$ cat config.mk
export PLATFORM = sky130hd
export DESIGN_NAME = probe_helper_mc
export DESIGN_NICKNAME = d
export VERILOG_FILES = /design/src/rtl/probe_helper_mc.sv
export SDC_FILE = /design/constraint.sdc
export NUM_CORES = 1
export LEC_CHECK = 0
export CAP_MARGIN = 15
export CORE_ASPECT_RATIO = 0.9
export CORE_UTILIZATION = 46
export CTS_CLUSTER_SIZE = 28
export DETAILED_ROUTE_END_ITERATION = 6
export GPL_ROUTABILITY_DRIVEN = 0
export PLACE_DENSITY_LB_ADDON = 0.3
export SLEW_MARGIN = 20
export SYNTH_ARGS = -nofsm -noshare
export SYNTH_HDL_FRONTEND = slang
export SYNTH_SLANG_ARGS = --single-unit
$ cat constraint.sdc
create_clock -name clock -period 9.7 [get_ports clock]
set_input_delay 1.94 -clock clock [delete_from_list [all_inputs] [get_ports clock]]
set_output_delay 1.94 -clock clock [all_outputs]
set_load 0.02 [all_outputs]
$ cat src/rtl/probe_helper_mc.sv
// probe_helper_mc
//   Watches directory results for Acquire requests that conflict with lines
//   held by other clients, queues the resulting probes in a DEPTH-entry
//   circular FIFO, and offers the head entry to the request arbiter.
//   Requests to an address already queued are folded into that entry's mask.
//
// Optional feature: define PROBE_HELPER_MC_PERF_EN to add the wrapping 32-bit
// counters perf_enq / perf_merge / perf_drop.
//
// Ports
//   clock, reset_n        clock, asynchronous active-low reset
//   dir_valid             directory result valid (one cycle, no backpressure)
//   dir_states/dir_hits   per-client state (2 bits each) and hit
//   dir_tag_match         client-directory tag match
//   dir_tag/dir_set       victim tag and request set
//   dir_source            request source id
//   dir_channel/opcode    replacer-info channel and opcode
//   probe_ready           arbiter accepts the head entry
//   probe_valid/source/set/tag/client_mask   head entry
//   io_full               occupancy >= FULL_THRESH
//   count                 occupancy
//   overflow              sticky: a required probe was dropped
module probe_helper_mc #(
  parameter int N_CLIENTS   = 2,
  parameter int DEPTH       = 4,
  parameter int FULL_THRESH = 3,
  parameter int CTAG_W      = 23,
  parameter int CSET_W      = 7,
  parameter int SET_W       = 10,
  parameter int SRC_W       = 6,
  localparam int PTAG_W     = CTAG_W + CSET_W - SET_W,
  localparam int CNT_W      = $clog2(DEPTH + 1)
) (
  input  logic                   clock,
  input  logic                   reset_n,
  input  logic                   dir_valid,
  input  logic [2*N_CLIENTS-1:0] dir_states,
  input  logic [N_CLIENTS-1:0]   dir_hits,
  input  logic                   dir_tag_match,
  input  logic [CTAG_W-1:0]      dir_tag,
  input  logic [SET_W-1:0]       dir_set,
  input  logic [SRC_W-1:0]       dir_source,
  input  logic [2:0]             dir_channel,
  input  logic [2:0]             dir_opcode,
  input  logic                   probe_ready,
  output logic                   probe_valid,
  output logic [SRC_W-1:0]       probe_source,
  output logic [SET_W-1:0]       probe_set,
  output logic [PTAG_W-1:0]      probe_tag,
  output logic [N_CLIENTS-1:0]   probe_client_mask,
  output logic                   io_full,
  output logic [CNT_W-1:0]       count,
`ifdef PROBE_HELPER_MC_PERF_EN
  output logic [31:0]            perf_enq,
  output logic [31:0]            perf_merge,
  output logic [31:0]            perf_drop,
`endif
  output logic                   overflow
);

  localparam int ADDR_W = CTAG_W + CSET_W;
  localparam int PTR_W  = $clog2(DEPTH);

  logic [SRC_W-1:0]     src_q  [DEPTH];
  logic [SET_W-1:0]     set_q  [DEPTH];
  logic [PTAG_W-1:0]    tag_q  [DEPTH];
  logic [N_CLIENTS-1:0] mask_q [DEPTH];
  logic [DEPTH-1:0]     vld_q;
  logic [PTR_W-1:0]     head_q, tail_q;
  logic [CNT_W-1:0]     count_q;
  logic                 overflow_q;

  logic [N_CLIENTS-1:0] conflict;
  logic                 need;
  logic [ADDR_W-1:0]    addr;
  logic [SET_W-1:0]     new_set;
  logic [PTAG_W-1:0]    new_tag;
  logic                 deq, hit, merge, enq, drop;
  logic [PTR_W-1:0]     hit_idx;
  logic [SET_W-1:0]     unused_dir_set;

  // Only the low CSET_W bits of dir_set form part of the address.
  assign unused_dir_set = dir_set;

  function automatic logic [PTR_W-1:0] next_ptr(input logic [PTR_W-1:0] p);
    return (p == PTR_W'(DEPTH - 1)) ? '0 : p + PTR_W'(1);
  endfunction

  always_comb begin
    conflict = '0;
    for (int i = 0; i < N_CLIENTS; i++)
      conflict[i] = ~dir_hits[i] & (|dir_states[2*i +: 2]);
  end

  assign need = dir_valid & ~dir_tag_match & (|conflict) & (dir_channel == 3'd1) &
                ((dir_opcode == 3'd6) | (dir_opcode == 3'd7));

  assign addr    = {dir_tag, dir_set[CSET_W-1:0]};
  assign new_set = addr[SET_W-1:0];
  assign new_tag = addr[ADDR_W-1:SET_W];

  assign probe_valid = vld_q[head_q];
  assign deq         = probe_valid & probe_ready;

  // The head is never a merge target: whenever it is valid it is being
  // offered, so it is either leaving this cycle or must be held stable.
  // A request matching only the head therefore becomes a fresh entry.
  always_comb begin
    hit     = 1'b0;
    hit_idx = '0;
    for (int i = 0; i < DEPTH; i++) begin
      if (!hit && vld_q[i] && (PTR_W'(i) != head_q) &&
          (set_q[i] == new_set) && (tag_q[i] == new_tag)) begin
        hit     = 1'b1;
        hit_idx = PTR_W'(i);
      end
    end
  end

  assign merge = need & hit;
  assign enq   = need & ~hit & ((count_q != CNT_W'(DEPTH)) | deq);
  assign drop  = need & ~hit & (count_q == CNT_W'(DEPTH)) & ~deq;

  always_ff @(posedge clock or negedge reset_n) begin
    if (!reset_n) begin
      for (int i = 0; i < DEPTH; i++) begin
        src_q[i]  <= '0;
        set_q[i]  <= '0;
        tag_q[i]  <= '0;
        mask_q[i] <= '0;
      end
      vld_q      <= '0;
      head_q     <= '0;
      tail_q     <= '0;
      count_q    <= '0;
      overflow_q <= 1'b0;
    end else begin
      if (deq) begin
        vld_q[head_q] <= 1'b0;
        head_q        <= next_ptr(head_q);
      end
      // When full with a dequeue, tail == head; this later write wins.
      if (enq) begin
        src_q[tail_q]  <= dir_source;
        set_q[tail_q]  <= new_set;
        tag_q[tail_q]  <= new_tag;
        mask_q[tail_q] <= conflict;
        vld_q[tail_q]  <= 1'b1;
        tail_q         <= next_ptr(tail_q);
      end
      if (merge)
        mask_q[hit_idx] <= mask_q[hit_idx] | conflict;
      case ({enq, deq})
        2'b10:   count_q <= count_q + CNT_W'(1);
        2'b01:   count_q <= count_q - CNT_W'(1);
        default: count_q <= count_q;
      endcase
      if (drop)
        overflow_q <= 1'b1;
    end
  end

  assign probe_source      = probe_valid ? src_q[head_q]  : '0;
  assign probe_set         = probe_valid ? set_q[head_q]  : '0;
  assign probe_tag         = probe_valid ? tag_q[head_q]  : '0;
  assign probe_client_mask = probe_valid ? mask_q[head_q] : '0;
  assign count             = count_q;
  assign io_full           = (count_q >= CNT_W'(FULL_THRESH));
  assign overflow          = overflow_q;

`ifdef PROBE_HELPER_MC_PERF_EN
  always_ff @(posedge clock or negedge reset_n) begin
    if (!reset_n) begin
      perf_enq   <= '0;
      perf_merge <= '0;
      perf_drop  <= '0;
    end else begin
      if (enq)   perf_enq   <= perf_enq + 32'd1;
      if (merge) perf_merge <= perf_merge + 32'd1;
      if (drop)  perf_drop  <= perf_drop + 32'd1;
    end
  end
`endif

endmodule
==> results of run 1 <==
==> worst paths after layout <==
check	end	slack (ps)	cells past startpoint
worst min-delay path	overflow$_DFFE_PN0P_	490	1
max in group asynchronous	tag_q[62]$_DFFE_PN0P_	6920	2
worst max-delay path	probe_tag[1]	4200	4
worst min register to register	overflow$_DFFE_PN0P_	490	1
worst max register to register	set_q[8]$_DFFE_PN0P_	5100	10
min in group asynchronous	tag_q[76]$_DFFE_PN0P_	1550	1
==> state kept, by name, indices dropped and copies added, names as in the netlist <==
register,flops
head_q,2
vld_q,4
src_q,24
overflow,1
mask_q,8
tag_q,80
tail_q,2
set_q,40
count,3
==> final cells by class <==
cell class | count | area (um^2)
Fill cell | 1606 | 9022
Multi-Input combinational cell | 519 | 5034
Sequential cell | 164 | 4106
Timing Repair Buffer | 101 | 1001
Clock buffer | 20 | 456.7
Tap cell | 255 | 319.1
Clock inverter | 12 | 190.2
Inverter | 11 | 41.29
==> through the flow <==
step	total power, W	setup slack, ps	hold WS [ps]
after floorplan	0.001087	5352	459.4
after detailed placement	0.001258	3849	474.7
final	0.001984	4202	486.0
after global routing	0.002064	3941	516.2
after CTS	0.001997	4094	493.9
after global placement	0.001246	3960	468.2
==> critical path: stages (launching register included) <==
cell	delay (ps)
dfrtp_2	780
buf_4	570
mux4_2	930
and2_1	290
clkdlybuf4s50_1	540
==> synthesized netlist by cell type, types with 2 or more instances <==
master / count
a2111o_1: 2
a211o_1: 3
a211oi_1: 4
a21o_1: 2
a22o_1: 2
a311oi_1: 3
and2_1: 40
and3_1: 2
buf_1: 6
buf_2: 33
buf_4: 3
buf_6: 11
clkbuf_1: 6
dfrtp_1: 164
ha_1: 9
inv_1: 11
mux2_1: 36
mux2_2: 110
mux4_2: 39
nand2_1: 10
nand2b_1: 2
nand3_1: 9
nand4_1: 38
nor2_1: 11
nor2b_1: 4
nor3_1: 5
nor4_1: 34
nor4_2: 2
o21ai_0: 7
or2_2: 2
xnor2_1: 61
xor2_1: 62
==> per-layer routing <==
layer	global-route usage [%]	share of wire, %	up-vias
li1	-	-	2872
met1	31.82	42	3332
met2	38.73	47	296
met3	8.406	8.4	59
met4	9.158	2.7	0
met5	0	0	-
==> layout by cell type (no fill, tap or decap), types with 7 or more instances in the layout <==
master	count
nor2_1	11
inv_1	11
nor4_1	34
clkdlybuf4s50_1	94
mux4_2	39
mux2_1	36
dfrtp_1	162
mux2_2	110
xor2_1	62
nand2_1	10
o21ai_0	7
nand3_1	7
ha_1	9
xnor2_1	61
nand4_1	38
clkbuf_16	17
and2_1	40
==> report_power, final <==
group | total [W] | switching, W | leakage, nW | internal, W
registers | 0.000777 | 0.0000540 | 2.26 | 0.000723
clock network | 0.000737 | 0.000287 | 0.310 | 0.000450
logic | 0.000470 | 0.000261 | 2.41 | 0.000209
total | 0.00198 | 0.000602 | 4.98 | 0.00138
==> cells by family (layout without fill, tap and decap cells) <==
family	count (synthesis)	in the layout
simple gates	170	170
xor+xnor	123	123
mux	186	186
fa+ha+maj	10	10
compound gates	30	30
buf+inv	71	144
flops	164	164
==> results.sh, run 1 <==
export IMPL_outcome="completed"
export IMPL_ant_nets=0
export IMPL_path_clk_slew_ps=60
export IMPL_hold_viol=0
export IMPL_avgSynthCellArea_um2=12.64
export IMPL_synth_xor_area_share_pct=11.30
export IMPL_fp_row_count=49
export IMPL_powerDensity_mw_per_mm2=178.0
export IMPL_grt_pass1_wl_um=39400
export IMPL_yosys_warnings=0
export IMPL_nNetsFinal=880
export IMPL_synth_area_leader_cell="dfrtp_1"
export IMPL_dp_hpwl_um=17630
export IMPL_synth_edf_count=0
export IMPL_overflow=0
export IMPL_drc_errors=0
export IMPL_clockBufferDepth=2
export IMPL_antennaDiodeCount=0
export IMPL_finalClockSkew_ps=11.30
export IMPL_synth_seq_cells=164
export IMPL_root_buffer="clkbuf_16"
export IMPL_dp_cells=1050
export IMPL_grtUsageTotal_pct=24.73
export IMPL_fp_dieArea_mm2=0.02130
export IMPL_synth_seq_area_share_pct=43.06
export IMPL_netlist_area_leader_share_pct=43.06
export IMPL_worst_slew_pin_slew_ps=794.4
export IMPL_via_count=6559
export IMPL_worst_setup_path_end_kind="primary output"
export IMPL_drive_gt1_share_pct=24.18
export IMPL_post_cts_buffers=0
export IMPL_die_x_um=153.7
export IMPL_final_cell_count_no_fill=1082
export IMPL_postCtsHoldBufs=0
export IMPL_final_area_mm2=0.01115
export IMPL_yosys_area_share_simple_pct=11.04
export IMPL_die_height_um=138.6
export IMPL_drt_initial_drc_count=513
export IMPL_ctsResizeCount=0
export IMPL_cts_sinks=164
export IMPL_setup_tns_ps=0
export IMPL_synth_compound_area_share_pct=2.403
export IMPL_numPortBuffers=95
export IMPL_numCtsBuffers=17
export IMPL_synth_area_top_cells="dfrtp_1 43%, mux2_2 13%, mux4_2 9.2%, xor2_1 5.7%, xnor2_1 5.6%"
export IMPL_max_cap_violations=0
export IMPL_io_pins=100
export IMPL_r2r_start="head_q[0]$_DFFE_PN0P_"
export IMPL_synthArstFlopShare_pct=100.0
export IMPL_period_share_pct=56.68
export IMPL_synth_top_family_by_area="multiplexers"
export IMPL_yosysUniqueCellTypes=53
export IMPL_cts_tree="done"
export IMPL_fmax_mhz=181.9
export IMPL_grt_max_degree=85
export IMPL_synth_fa_ha_area_share_pct=1.392
export IMPL_cp_arrival_ps=3560
export IMPL_syn_nets=820
export IMPL_coreArea_mm2=0.02017
export IMPL_leakage_nw=4.982
export IMPL_fin_util_pct=55.27
export IMPL_syn_to_final_growth_pct=16.98
export IMPL_netlist_area_mm2=0.009530
export IMPL_path_class="flip-flop to primary output"
export IMPL_synthMuxAreaShare_pct=26.57
export IMPL_antenna_found_initial=0
export IMPL_dr_pass1_iters=5
export IMPL_grt_pass1_vias=6859
export IMPL_start_kind="flip-flop"
export IMPL_initial_core_util_pct=47.25
export IMPL_startpoint="head_q[0]$_DFFE_PN0P_"
export IMPL_crit_path_max_fanout=42
export IMPL_wl_per_cell_um=23.32
export IMPL_h_tree_depth=4
export IMPL_syn_inst=754
export IMPL_synth_flop_cell="dfrtp_1"
export IMPL_place_area_mm2=0.01050
export IMPL_slew_headroom_pct=47.04
export IMPL_routed_wl_um=25230
export IMPL_min_delay_start="overflow$_DFFE_PN0P_"
export IMPL_routed_via_density=6.062
export IMPL_vdd_drop_max_uv=99.65
export IMPL_rsz0062_at_grt="no"
export IMPL_crit_required_ps=7760
export IMPL_insertion_delay_ps=430
export IMPL_setup_viol=0
export IMPL_report_final_slew_viol_count=0
export IMPL_hp_class="flip-flop to flip-flop"
export IMPL_min_period_ps=5498
No activity file was read; power rests on OpenSTA's default activity.
==> run 2: changes to the inputs <==
Clock period 9.7 ns to 4.55 ns, I/O delays scaled along.
==> results.sh, run 2 (synthesis gave the netlist of run 1 again) <==
export IMPL_wl_per_cell_um=23.37
export IMPL_switching_share_pct=33.58
export IMPL_syn_to_final_growth_pct=18.26
export IMPL_pwr_share_comb_pct=24.5
export IMPL_coreArea_mm2=0.02017
export IMPL_routed_via_density=6.046
export IMPL_die_x_um=153.7
export IMPL_path_class="flip-flop to primary output"
export IMPL_vdd_drop_max_uv=298.0
export IMPL_grt_max_degree=98
export IMPL_drc_errors=5
export IMPL_dp_slack_ps=356.9
export IMPL_ctsResizeCount=0
export IMPL_io_pins=100
export IMPL_hold_viol=0
export IMPL_cts_sinks=164
export IMPL_leakage_nw=5.054
export IMPL_via_count=6614
export IMPL_final_cell_count_no_fill=1094
export IMPL_startpoint="head_q[1]$_DFFE_PN0P_"
export IMPL_hp_class="flip-flop to flip-flop"
export IMPL_path_clk_slew_ps=70
export IMPL_worst_setup_path_end_kind="primary output"
export IMPL_fp_dieArea_mm2=0.02130
export IMPL_crit_required_ps=3640
export IMPL_ff2ff_setup_slack_ps=860
export IMPL_r2r_start="head_q[1]$_DFFE_PN0P_"
export IMPL_p_clk_share_pct=35.0
export IMPL_rsz0062_at_grt="no"
export IMPL_numPortBuffers=95
export IMPL_min_period_ps=4071
export IMPL_max_cap_violations=0
export IMPL_antennaDiodeCount=0
export IMPL_report_final_slew_viol_count=0
export IMPL_insertion_delay_ps=440
export IMPL_outcome="finished, violations left"
export IMPL_violations="DRC"
export IMPL_overflow=0
export IMPL_mostFrequentLayoutCells="162 x dfrtp_1, 110 x mux2_2, 94 x clkdlybuf4s50_1, 62 x xor2_1, 61 x xnor2_1"
export IMPL_routed_wl_um=25570
export IMPL_postCtsHoldBufs=0
export IMPL_post_cts_buffers=0
export IMPL_regMostFlops="tag_q"
export IMPL_layout_commonest_cell="dfrtp_1"
export IMPL_largestRegisters="tag_q (80), set_q (40), src_q (24)"
export IMPL_drive_gt1_share_pct=25.39
export IMPL_p_seq_share_pct=40.5
export IMPL_dp_cells=1062
export IMPL_clockBufferDepth=2
export IMPL_root_buffer="clkbuf_16"
export IMPL_slew_headroom_pct=39.50
export IMPL_grt_pass1_vias=6783
export IMPL_grt_pass1_wl_um=39650
export IMPL_min_delay_start="overflow$_DFFE_PN0P_"
export IMPL_numCtsBuffers=17
export IMPL_initial_core_util_pct=47.25
export IMPL_grtUsageTotal_pct=24.82
export IMPL_start_kind="flip-flop"
export IMPL_power_internal_w=0.002739
export IMPL_die_height_um=138.6
export IMPL_setup_viol=0
export IMPL_cts_tree="done"
export IMPL_setup_ws_ps=478.5
export IMPL_nNetsFinal=892
export IMPL_powerDensity_mw_per_mm2=365.9
export IMPL_period_share_pct=89.48
export IMPL_hold_slack_ps=502.8
export IMPL_dr_pass1_iters=7
export IMPL_h_tree_depth=4
export IMPL_dp_hpwl_um=18110
export IMPL_setup_tns_ps=0
export IMPL_fmax_mhz=245.6
export IMPL_cp_arrival_ps=3160
export IMPL_largest_reg_flops=80
export IMPL_p_sw_w=0.001385
export IMPL_fin_util_pct=55.88
export IMPL_finalClockSkew_ps=16.73
export IMPL_crit_path_max_fanout=41
export IMPL_ant_nets=0
export IMPL_drt_initial_drc_count=652
export IMPL_fp_row_count=49
export IMPL_antenna_found_initial=0
export IMPL_worst_slew_pin_slew_ps=907.5
run 2: cell count changes in the layout (fill, tap and decap cells not counted), sizes merged:
cell      delta
buf         +12
bufinv       -4
clkbuf       -3
clkinv       +7
clkinvlp     -1
inv          +1
run 2: area by class of cell:
class | count | area, um^2
flip-flops and latches | 164 | 4106
well taps | 255 | 319.1
clock buffers | 17 | 425.4
multi-input cells | 519 | 5034
inverters | 11 | 41.29
fillers | 1640 | 8900
repair buffers | 113 | 1162
clock inverters | 15 | 182.7
run 2: critical path: stages, from the launching register on:
cell             delay [ps]
dfrtp_2                 760
buf_4                   480
mux4_2                  290
buf_4                   360
and2_1                  210
clkdlybuf4s50_1         600
run 2: power groups by stage:
stage / Clock, W / Combinational [W] / Sequential, W
global route: 0.00153 / 0.00108 / 0.00169
finish: 0.00144 / 0.00101 / 0.00167
CTS: 0.00147 / 0.00101 / 0.00167
global placement: 0 / 0.000985 / 0.00169
floorplan: 0 / 0.000671 / 0.00165
detailed placement: 0 / 0.00100 / 0.00170
run 2: final timing paths:
path                                         end  cells past startpoint
max                                 probe_tag[7]                      5
min                         overflow$_DFFE_PN0P_                      1
max reg2reg                 count[2]$_DFFE_PN0P_                     14
min reg2reg                 overflow$_DFFE_PN0P_                      1
max in group asynchronous  tag_q[23]$_DFFE_PN0P_                      2
min in group asynchronous  tag_q[36]$_DFFE_PN0P_                      1
run 2: layer usage:
| metal | global-route usage [%] | up-vias | share of wire (%) |
|---|---|---|---|
| li1 | - | 2887 | - |
| met1 | 33.83 | 3348 | 43 |
| met3 | 6.188 | 74 | 8.4 |
| met2 | 38.37 | 305 | 46 |
| met4 | 9.263 | 0 | 2.9 |
| met5 | 0 | - | 0 |
run 2: metrics by stage:
stage	power [W]	area, um^2
2_1_floorplan	0.002317	9530
5_1_grt	0.004291	11270
3_5_place_dp	0.002702	10660
6_report	0.004124	11270
3_3_place_gp	0.002678	10660
4_1_cts	0.004148	11270
==> run 3: changes to the inputs <==
Settings changed: ABC_CLOCK_PERIOD_IN_PS set to 4550, CORE_UTILIZATION 46 to 35, CTS_CLUSTER_SIZE 28 to 10.
==> results.sh, run 3 (synthesis gave the netlist of run 1 again) <==
export IMPL_outcome="completed"
export IMPL_drc_errors=0
export IMPL_power_internal_w=0.002741
export IMPL_post_cts_buffers=0
export IMPL_final_area_mm2=0.01138
export IMPL_pwr_share_comb_pct=24.0
export IMPL_powerDensity_mw_per_mm2=362.3
export IMPL_fmax_mhz=252.6
export IMPL_crit_family="buffers and inverters"
export IMPL_antennaDiodeCount=0
export IMPL_crit_path_top_delay_cell="dfrtp_2"
export IMPL_grt_pass1_wl_um=39880
export IMPL_grt_max_degree=89
export IMPL_overflow=0
export IMPL_path_clk_slew_ps=70
export IMPL_nNetsFinal=891
export IMPL_grt_use_met1_pct=27.26
export IMPL_p_sw_w=0.001383
export IMPL_syn_to_final_growth_pct=19.43
export IMPL_numPortBuffers=95
export IMPL_regMostFlops="tag_q"
export IMPL_initial_core_util_pct=36.08
export IMPL_largestRegisters="tag_q (80), set_q (40), src_q (24)"
export IMPL_cp_common_cell="buf_4"
export IMPL_grt_pass1_vias=6487
export IMPL_layout_commonest_cell="dfrtp_1"
export IMPL_grt_busiest_layer="met2"
export IMPL_routed_via_density=5.395
export IMPL_postCtsHoldBufs=0
export IMPL_crit_path_max_fanout=41
export IMPL_setup_viol=0
export IMPL_coreArea_mm2=0.02642
export IMPL_ant_nets=0
export IMPL_path_buf_inv=3
export IMPL_use_met3_pct=3.367
export IMPL_period_share_pct=87.01
export IMPL_hp_class="flip-flop to flip-flop"
export IMPL_cts_sinks=164
export IMPL_switching_share_pct=33.53
export IMPL_dr_pass1_iters=5
export IMPL_p_seq_share_pct=40.6
export IMPL_report_final_slew_viol_count=0
export IMPL_ctsResizeCount=0
export IMPL_die_height_um=158.5
export IMPL_rsz0062_at_grt="no"
export IMPL_use_met2_pct=30.28
export IMPL_mostFrequentLayoutCells="162 x dfrtp_1, 110 x mux2_2, 94 x clkdlybuf4s50_1, 62 x xor2_1, 61 x xnor2_1"
export IMPL_setup_tns_ps=0
export IMPL_drt_initial_drc_count=523
export IMPL_grtUsageTotal_pct=19.29
export IMPL_die_x_um=175.9
export IMPL_clockBufferDepth=2
export IMPL_worst_setup_path_end_kind="primary output"
export IMPL_wl_per_cell_um=21.67
export IMPL_crit_required_ps=3640
export IMPL_insertion_delay_ps=430
export IMPL_min_period_ps=3959
export IMPL_cpPeakStageDelay_ps=630
export IMPL_fp_row_count=56
export IMPL_place_area_mm2=0.01077
export IMPL_vdd_drop_max_uv=299.2
export IMPL_via_count=6399
export IMPL_start_kind="flip-flop"
export IMPL_dp_hpwl_um=18460
export IMPL_slew_headroom_pct=48.29
export IMPL_h_tree_depth=4
export IMPL_routed_wl_um=25700
export IMPL_drive_gt1_share_pct=25.30
export IMPL_leakage_nw=5.052
export IMPL_root_buffer="clkbuf_16"
export IMPL_p_clk_share_pct=35.3
export IMPL_cts_tree="done"
export IMPL_worstPathCellList="buf_4, mux4_2, buf_4, and2_1, clkdlybuf4s50_1"
export IMPL_max_cap_violations=0
export IMPL_fin_total_pwr_w=0.004124
export IMPL_worst_slew_pin_slew_ps=775.7
export IMPL_path_class="flip-flop to primary output"
export IMPL_fin_util_pct=43.09
export IMPL_hold_viol=0
export IMPL_fp_dieArea_mm2=0.02789
export IMPL_numCtsBuffers=17
export IMPL_cp_arrival_ps=3050
export IMPL_finalClockSkew_ps=13.65
export IMPL_antenna_found_initial=0
export IMPL_largest_reg_flops=80
export IMPL_io_pins=100
## run 3: cell type report
| type | count | area, um^2 |
|---|---|---|
| clock buffers | 17 | 425.4 |
| clock inverters | 15 | 185.2 |
| fillers | 2476 | 15030 |
| inverters | 11 | 41.29 |
| multi-input cells | 519 | 5034 |
| flip-flops and latches | 164 | 4106 |
| well taps | 348 | 435.4 |
| repair buffers | 112 | 1155 |
## run 3: final timing paths
path                                        from  slack, ps               endpoint  cells past startpoint
setup / recovery           head_q[0]$_DFFE_PN0P_        590           probe_tag[1]                      5
hold / removal                vld_q[1]$_DFF_PN0_        500     vld_q[1]$_DFF_PN0_                      2
setup reg to reg           head_q[1]$_DFFE_PN0P_        910   count[2]$_DFFE_PN0P_                     14
hold reg to reg               vld_q[1]$_DFF_PN0_        500     vld_q[1]$_DFF_PN0_                      2
max in group asynchronous                reset_n       3040  tag_q[21]$_DFFE_PN0P_                      2
min in group asynchronous                reset_n        530  tag_q[57]$_DFFE_PN0P_                      1
## run 3: power by group through the flow
stage          Clock [W]  Sequential, W  Combinational [W]
6_report         0.00146        0.00168           0.000991
3_3_place_gp           0        0.00171           0.000999
3_5_place_dp           0        0.00171            0.00100
5_1_grt          0.00155        0.00170            0.00108
4_1_cts          0.00149        0.00168            0.00101
2_1_floorplan          0        0.00165           0.000671
## run 3: through the flow
step / instances / worst slack, ps / hold WS (ps)
detailed placement: 1154 / 339.6 / 481.1
floorplan: 754 / 915.2 / 459.4
CTS: 1186 / 468.6 / 500.1
finish: 1186 / 591.2 / 499.3
global route: 1186 / 382.8 / 514.8
global placement: 1154 / 396.4 / 471.6
## run 3: worst reg2reg max path, cell delays in order, from the launching register on
cell and delay [ps]:
dfrtp_2 710, inv_1 170, ha_1 220, nand2b_1 200
nor4_1 290, nand4_1 220, nor2_1 380, nor3b_4 160
nand2_1 150, ha_1 200, inv_1 60, fa_1 370
xor2_1 150, nor2_1 110, xor2_1 160
## run 3: layer usage
layer | up-vias | wire length (um)
met5 | - | 0
met4 | 0 | 435
met3 | 31 | 1569
met2 | 239 | 11550
met1 | 3241 | 12150
li1 | 2888 | -
